### src/rtl/inst_fetch_resp.sv
// rtl/inst_fetch_resp.sv - instruction-fetch bus responder with watchdog
//
// Purpose:
//   Turns a fetch-stage request into one ready/ack read on the instruction
//   bus and returns the word (or an exception) to the IF/ID boundary as a
//   one-cycle pulse. The pipeline is stalled while a read is outstanding.
//   A watchdog converts a missing ack into an instruction bus error.
//
// Ports:
//   clk, rst            clock, asynchronous active-high reset
//   ce_i                fetch request valid
//   inst_addr_i         physical fetch address
//   vaddr_i             virtual fetch address (reported on errors)
//   exc_code_i          fetch-stage exception code (EC_NONE = none)
//   flush_i             cancels the current fetch
//   stall_o             combinational pipeline stall request
//   inst_o              fetched instruction
//   inst_valid_o        one-cycle pulse qualifying inst_o / exc_code_o
//   exc_code_o          exception code accompanying inst_valid_o
//   exc_badvaddr_o      faulting virtual address, zero without exception
//   mem_req_o           bus read request, held until acked
//   mem_addr_o          registered bus address
//   mem_ack_i           bus acknowledge, mem_rdata_i valid same cycle
//   mem_rdata_i         bus read data

module inst_fetch_resp #(
  parameter int unsigned TIMEOUT = 255,
  parameter int unsigned CNT_W   = 8
) (
  input  logic        clk,
  input  logic        rst,
  input  logic        ce_i,
  input  logic [31:0] inst_addr_i,
  input  logic [31:0] vaddr_i,
  input  logic [4:0]  exc_code_i,
  input  logic        flush_i,
  output logic        stall_o,
  output logic [31:0] inst_o,
  output logic        inst_valid_o,
  output logic [4:0]  exc_code_o,
  output logic [31:0] exc_badvaddr_o,
  output logic        mem_req_o,
  output logic [31:0] mem_addr_o,
  input  logic        mem_ack_i,
  input  logic [31:0] mem_rdata_i
);

  // Shared exception codes
  localparam logic [4:0] EC_NONE = 5'h10;
  localparam logic [4:0] EC_ADEL = 5'h04;
  localparam logic [4:0] EC_IBE  = 5'h06;

  localparam logic [CNT_W-1:0] TIMEOUT_C = CNT_W'(TIMEOUT);

  typedef enum logic [1:0] {
    IDLE  = 2'd0,
    BUSY  = 2'd1,
    DRAIN = 2'd2
  } state_t;

  state_t      state_q, state_d;
  logic [CNT_W-1:0] cnt_q, cnt_d;
  logic [31:0] vaddr_q, vaddr_d;
  logic        mem_req_q, mem_req_d;
  logic [31:0] mem_addr_q, mem_addr_d;
  logic [31:0] inst_q, inst_d;
  logic        inst_valid_q, inst_valid_d;
  logic [4:0]  exc_code_q, exc_code_d;
  logic [31:0] badvaddr_q, badvaddr_d;

  logic start;
  logic exc_req;
  logic timeout;

  // start is gated by rst so stall_o drops together with the async reset
  // even if the fetch stage keeps ce_i asserted.
  assign start   = ~rst & (state_q == IDLE) & ce_i & ~flush_i & (exc_code_i == EC_NONE);
  assign exc_req = (state_q == IDLE) & ce_i & ~flush_i & (exc_code_i != EC_NONE);
  assign timeout = (cnt_q == TIMEOUT_C);

  always_comb begin
    state_d      = state_q;
    cnt_d        = cnt_q;
    vaddr_d      = vaddr_q;
    mem_req_d    = mem_req_q;
    mem_addr_d   = mem_addr_q;
    inst_d       = inst_q;
    inst_valid_d = 1'b0;
    exc_code_d   = exc_code_q;
    badvaddr_d   = badvaddr_q;

    unique case (state_q)
      IDLE: begin
        if (start) begin
          mem_addr_d = inst_addr_i;
          vaddr_d    = vaddr_i;
          mem_req_d  = 1'b1;
          cnt_d      = '0;
          state_d    = BUSY;
        end else if (exc_req) begin
          inst_valid_d = 1'b1;
          inst_d       = 32'h0;
          exc_code_d   = exc_code_i;
          badvaddr_d   = vaddr_i;
        end
      end

      BUSY: begin
        cnt_d = cnt_q + 1'b1;
        if (mem_ack_i) begin
          mem_req_d = 1'b0;
          state_d   = IDLE;
          // A flush in the ack cycle discards the data silently.
          if (!flush_i) begin
            inst_valid_d = 1'b1;
            inst_d       = mem_rdata_i;
            exc_code_d   = EC_NONE;
            badvaddr_d   = 32'h0;
          end
        end else if (timeout) begin
          // Checked before flush: entering DRAIN with the counter already at
          // TIMEOUT would let it run past the compare value and never exit.
          mem_req_d = 1'b0;
          state_d   = IDLE;
          if (!flush_i) begin
            inst_valid_d = 1'b1;
            inst_d       = 32'h0;
            exc_code_d   = EC_IBE;
            badvaddr_d   = vaddr_q;
          end
        end else if (flush_i) begin
          // Request stays up: a bus request is never withdrawn before ack.
          state_d = DRAIN;
        end
      end

      DRAIN: begin
        cnt_d = cnt_q + 1'b1;
        if (mem_ack_i || timeout) begin
          mem_req_d = 1'b0;
          state_d   = IDLE;
        end
      end

      default: begin
        state_d   = IDLE;
        mem_req_d = 1'b0;
      end
    endcase
  end

  always_ff @(posedge clk or posedge rst) begin
    if (rst) begin
      state_q      <= IDLE;
      cnt_q        <= '0;
      vaddr_q      <= 32'h0;
      mem_req_q    <= 1'b0;
      mem_addr_q   <= 32'h0;
      inst_q       <= 32'h0;
      inst_valid_q <= 1'b0;
      exc_code_q   <= EC_NONE;
      badvaddr_q   <= 32'h0;
    end else begin
      state_q      <= state_d;
      cnt_q        <= cnt_d;
      vaddr_q      <= vaddr_d;
      mem_req_q    <= mem_req_d;
      mem_addr_q   <= mem_addr_d;
      inst_q       <= inst_d;
      inst_valid_q <= inst_valid_d;
      exc_code_q   <= exc_code_d;
      badvaddr_q   <= badvaddr_d;
    end
  end

  assign stall_o        = start | (state_q == BUSY) | (state_q == DRAIN);
  assign inst_o         = inst_q;
  assign inst_valid_o   = inst_valid_q;
  assign exc_code_o     = exc_code_q;
  assign exc_badvaddr_o = badvaddr_q;
  assign mem_req_o      = mem_req_q;
  assign mem_addr_o     = mem_addr_q;

  // EC_ADEL is part of the shared code set; it only ever arrives on
  // exc_code_i and is forwarded unchanged.
  logic unused_adel;
  assign unused_adel = ^EC_ADEL;

endmodule

### config.mk
export PLATFORM = sky130hd
export DESIGN_NAME = inst_fetch_resp
export DESIGN_NICKNAME = d
export VERILOG_FILES = /design/src/rtl/inst_fetch_resp.sv
export SDC_FILE = /design/constraint.sdc
export NUM_CORES = 1
export LEC_CHECK = 0
export CAP_MARGIN = 20
export CORE_ASPECT_RATIO = 1.75
export CORE_UTILIZATION = 40
export DETAILED_ROUTE_END_ITERATION = 10
export GPL_TIMING_DRIVEN = 0
export HOLD_SLACK_MARGIN = 0.08
export PLACE_DENSITY = 0.73
export SETUP_SLACK_MARGIN = 0.05
export SYNTH_ARGS = -nofsm -noshare
export SYNTH_HDL_FRONTEND = slang
export SYNTH_SLANG_ARGS = --single-unit
### constraint.sdc
create_clock -name clk -period 10.8 [get_ports clk]
set_input_delay 1.08 -clock clk [delete_from_list [all_inputs] [get_ports clk]]
set_output_delay 1.08 -clock clk [all_outputs]
set_load 0.03 [all_outputs]
==> impl_metrics.env <==
export IMPL_outcome="finished clean"
export IMPL_dp_hpwl_um=12280
export IMPL_fin_ws_ps=5909
export IMPL_whs_path_depth=2
export IMPL_netlist_area_um2=6250
export IMPL_async_reset_ff_share_pct=100.0
export IMPL_htree_levels=4
export IMPL_cts_sinks=145
export IMPL_cts_buffer_depth=2
export IMPL_period_needed_ps=4891
export IMPL_drt_wl_total_um=16510
export IMPL_wl_per_cell_um=17.40
export IMPL_max_cap_violations=0
export IMPL_p_leak_nw=4.187
export IMPL_gp_congestion=0.8246
export IMPL_r2r_cells=8
export IMPL_fmax_ghz=0.2045
export IMPL_num_vias=4934
export IMPL_synth_edf_count=0
export IMPL_core_um2=15310
export IMPL_postRouteAntennaNets=0
export IMPL_switching_share_pct=37.76
export IMPL_min_delay_start="vaddr_q[7]$_DFFE_PP0P_"
export IMPL_slew_viol_final=0
export IMPL_finalPower_mw=2.442
export IMPL_dieArea_um2=16150
export IMPL_layout_cells_non_filler=949
export IMPL_cts_made_buffers=17
export IMPL_period_share_pct=45.28
export IMPL_power_switching_mw=0.9220
export IMPL_r2r_start="state_q[1]$_DFFE_PP0P_"
export IMPL_cp_required_ps=9720
export IMPL_setup_tns_ps=0
export IMPL_hp_class="reg2reg"
export IMPL_crit_chain="clkdlybuf4s50_1 > or4b_1 > or4_1 > buf_2 > clkbuf_1 > nand2_1 > clkdlybuf4s50_1"
export IMPL_avgViaCountPerCell=5.199
export IMPL_critical_path_buf_inv_count=4
export IMPL_die_w_um=96.49
export IMPL_area_delta_synth_final_pct=47.03
export IMPL_power_density_nw_per_um2=265.7
export IMPL_final_cell_mix="clkdlybuf4s50_1, dfrtp_1, nand2_1, inv_1, o21ai_0"
export IMPL_internal_power_mw=1.520
export IMPL_peakVddDrop_v=0.0001577
export IMPL_die_h_um=167.4
export IMPL_cp_top_family="buffers and inverters"
export IMPL_dpl_cell_count=918
export IMPL_hold_end="vaddr_q[7]$_DFFE_PP0P_"
export IMPL_port_buffers=209
export IMPL_insertion_delay_ps=420
export IMPL_final_common_cell="clkdlybuf4s50_1"
export IMPL_cp_slowest_stage_delay_ps=690
export IMPL_drt_pass1_iterations=4
export IMPL_ys_ff_latch=145
export IMPL_diodes=0
export IMPL_avgSynthCellArea_um2=11.97
export IMPL_seqPwrFrac_pct=33.3
export IMPL_num_io_pins=210
export IMPL_setup_viol=0
export IMPL_rows=60
export IMPL_end_kind="output pin"
export IMPL_grt_overflow_total=0
export IMPL_cts_tree="built"
export IMPL_cts_setup_buffers=0
export IMPL_reg2reg_to="inst_o[0]$_DFFE_PP0P_"
export IMPL_initial_core_util_pct=40.81
export IMPL_r2r_slack_ps=8270
export IMPL_cts_root_buf="clkbuf_16"
export IMPL_grt_max_degree=82
export IMPL_path_class="in2out"
export IMPL_cts_clk_slew_worst_paths_ps=70
export IMPL_pre_cts_ws_ps=5915
export IMPL_slew_headroom_pct=59.56
export IMPL_first_iter_violations=191
export IMPL_worst_pin_slew_ps=602.5
export IMPL_finalHoldViolCount=0
export IMPL_ys_seq_area_share_pct=58.08
export IMPL_syn_nets=633
export IMPL_rsz0062_at_grt="false"
export IMPL_hold_buffers=0
export IMPL_grt_usage_pct=21.35
export IMPL_crit_fanout=10
export IMPL_antenna_found_initial=0
export IMPL_drc_errors=0
export IMPL_synth_ff_type="dfrtp_1"
export IMPL_nets=862
export IMPL_grt_pass1_vias=5369
export IMPL_grt_pass1_wl_um=26530
export IMPL_p_clk_share_pct=24.0
export IMPL_post_cts_resized=0
export IMPL_p_comb_share_pct=42.8
export IMPL_cpMostUsedCell="clkdlybuf4s50_1"
export IMPL_yosysUniqueCellTypes=41
export IMPL_crit_arrival_ps=3810
export IMPL_fill_cells=1275
export IMPL_drive_gt1_share_pct=15.20
export IMPL_clock_skew_final_ps=12.76
export IMPL_cpMaxStageDelayCell="clkdlybuf4s50_1"
export IMPL_netlist_instances=522
export IMPL_yosysWarnings=0
export IMPL_cp_start_kind="input pin"
-- sequential cells by signal, summed over array words and instances, names as in the netlist --
name,count
cnt_q,8
exc_badvaddr_o,32
exc_code_o,5
inst_o,32
inst_valid_o,1
mem_addr_o,32
mem_req_o,1
state_q,2
vaddr_q,32
-- metal layers --
| metal | GRT usage (%) | up-vias | part of all wire, % |
|---|---|---|---|
| met5 | 0 | - | 0 |
| met4 | 9.591 | 0 | 3.4 |
| met3 | 5.223 | 39 | 5.9 |
| met2 | 38.52 | 177 | 54 |
| met1 | 22.61 | 2447 | 37 |
| li1 | - | 2271 | - |
-- power groups by stage --
stage / registers, mW / logic [mW] / clock network, mW
3_3_place_gp: 0.808 / 1.02 / 0
5_1_grt: 0.833 / 1.11 / 0.619
4_1_cts: 0.812 / 1.05 / 0.597
2_1_floorplan: 1.06 / 0.365 / 0
6_report: 0.813 / 1.04 / 0.585
3_5_place_dp: 0.819 / 1.05 / 0
-- cells by family after synthesis --
kind of cell             share of synthesized area, %
buffers and inverters                           5.505
multiplexers                                    13.63
flip-flops                                      58.08
AND/OR/NAND/NOR                                 9.049
adder cells (fa/ha/maj)                         1.001
AO/OA/AOI/OAI                                   12.73
-- cell usage after synthesis, types with 4 or more instances --
cell type | instances | area (um^2)
a21oi_1 | 5 | 25.02
a22o_1 | 34 | 297.8
and3_1 | 4 | 25.02
buf_2 | 5 | 25.02
buf_6 | 10 | 112.6
clkbuf_1 | 17 | 63.81
dfrtp_1 | 144 | 3603
ha_1 | 5 | 62.56
inv_1 | 37 | 138.9
mux2_2 | 33 | 371.6
mux2_4 | 32 | 480.5
nand2_1 | 62 | 232.7
nand3_1 | 14 | 70.07
nand3b_1 | 11 | 82.58
nor2_1 | 5 | 18.77
nor2b_1 | 5 | 31.28
o21ai_0 | 35 | 175.2
o21ai_1 | 34 | 170.2
-- worst register-to-register path, stage by stage (launching register included) --
cell and delay [ps]:
dfrtp_1 400, inv_1 100, ha_1 220, nor2b_1 140, clkbuf_1 340, o21ai_0 210
o21ai_1 380, clkbuf_1 430, a22o_1 230
-- through the flow --
step	cell area (um^2)	hold slack, ps	utilization (%)
3_3_place_gp	8574	466.8	55.99
4_1_cts	9189	489.8	60.00
5_1_grt	9189	526.7	60.00
3_5_place_dp	8607	475.4	56.20
2_1_floorplan	6250	454.3	-
6_report	9189	487.2	60.00
-- layout make-up --
class / count / area [um^2] / share of cell area [%]
Sequential cell: 145 / 3630 / 39.50
Multi-Input combinational cell: 307 / 2276 / 24.77
Timing Repair Buffer: 210 / 2120 / 23.07
Clock buffer: 18 / 429.2 / 4.670
Tap cell: 186 / 232.7 / 2.533
Buffer: 33 / 205.2 / 2.233
Clock inverter: 13 / 152.6 / 1.661
Inverter: 37 / 143.9 / 1.566
-- worst max-delay path by stage --
stage                  start                   endpoint  depth (start not counted)
3_5_place_dp   exc_code_i[1]                    stall_o                          7
4_1_cts        exc_code_i[1]                    stall_o                          7
6_report       exc_code_i[1]                    stall_o                          7
3_3_place_gp             rst  mem_addr_o[0]$_DFFE_PP0P_                          2
5_1_grt        exc_code_i[1]                    stall_o                          7
2_1_floorplan            rst       cnt_q[0]$_DFFE_PP0P_                          1
No activity file was read; power rests on OpenSTA's default activity.
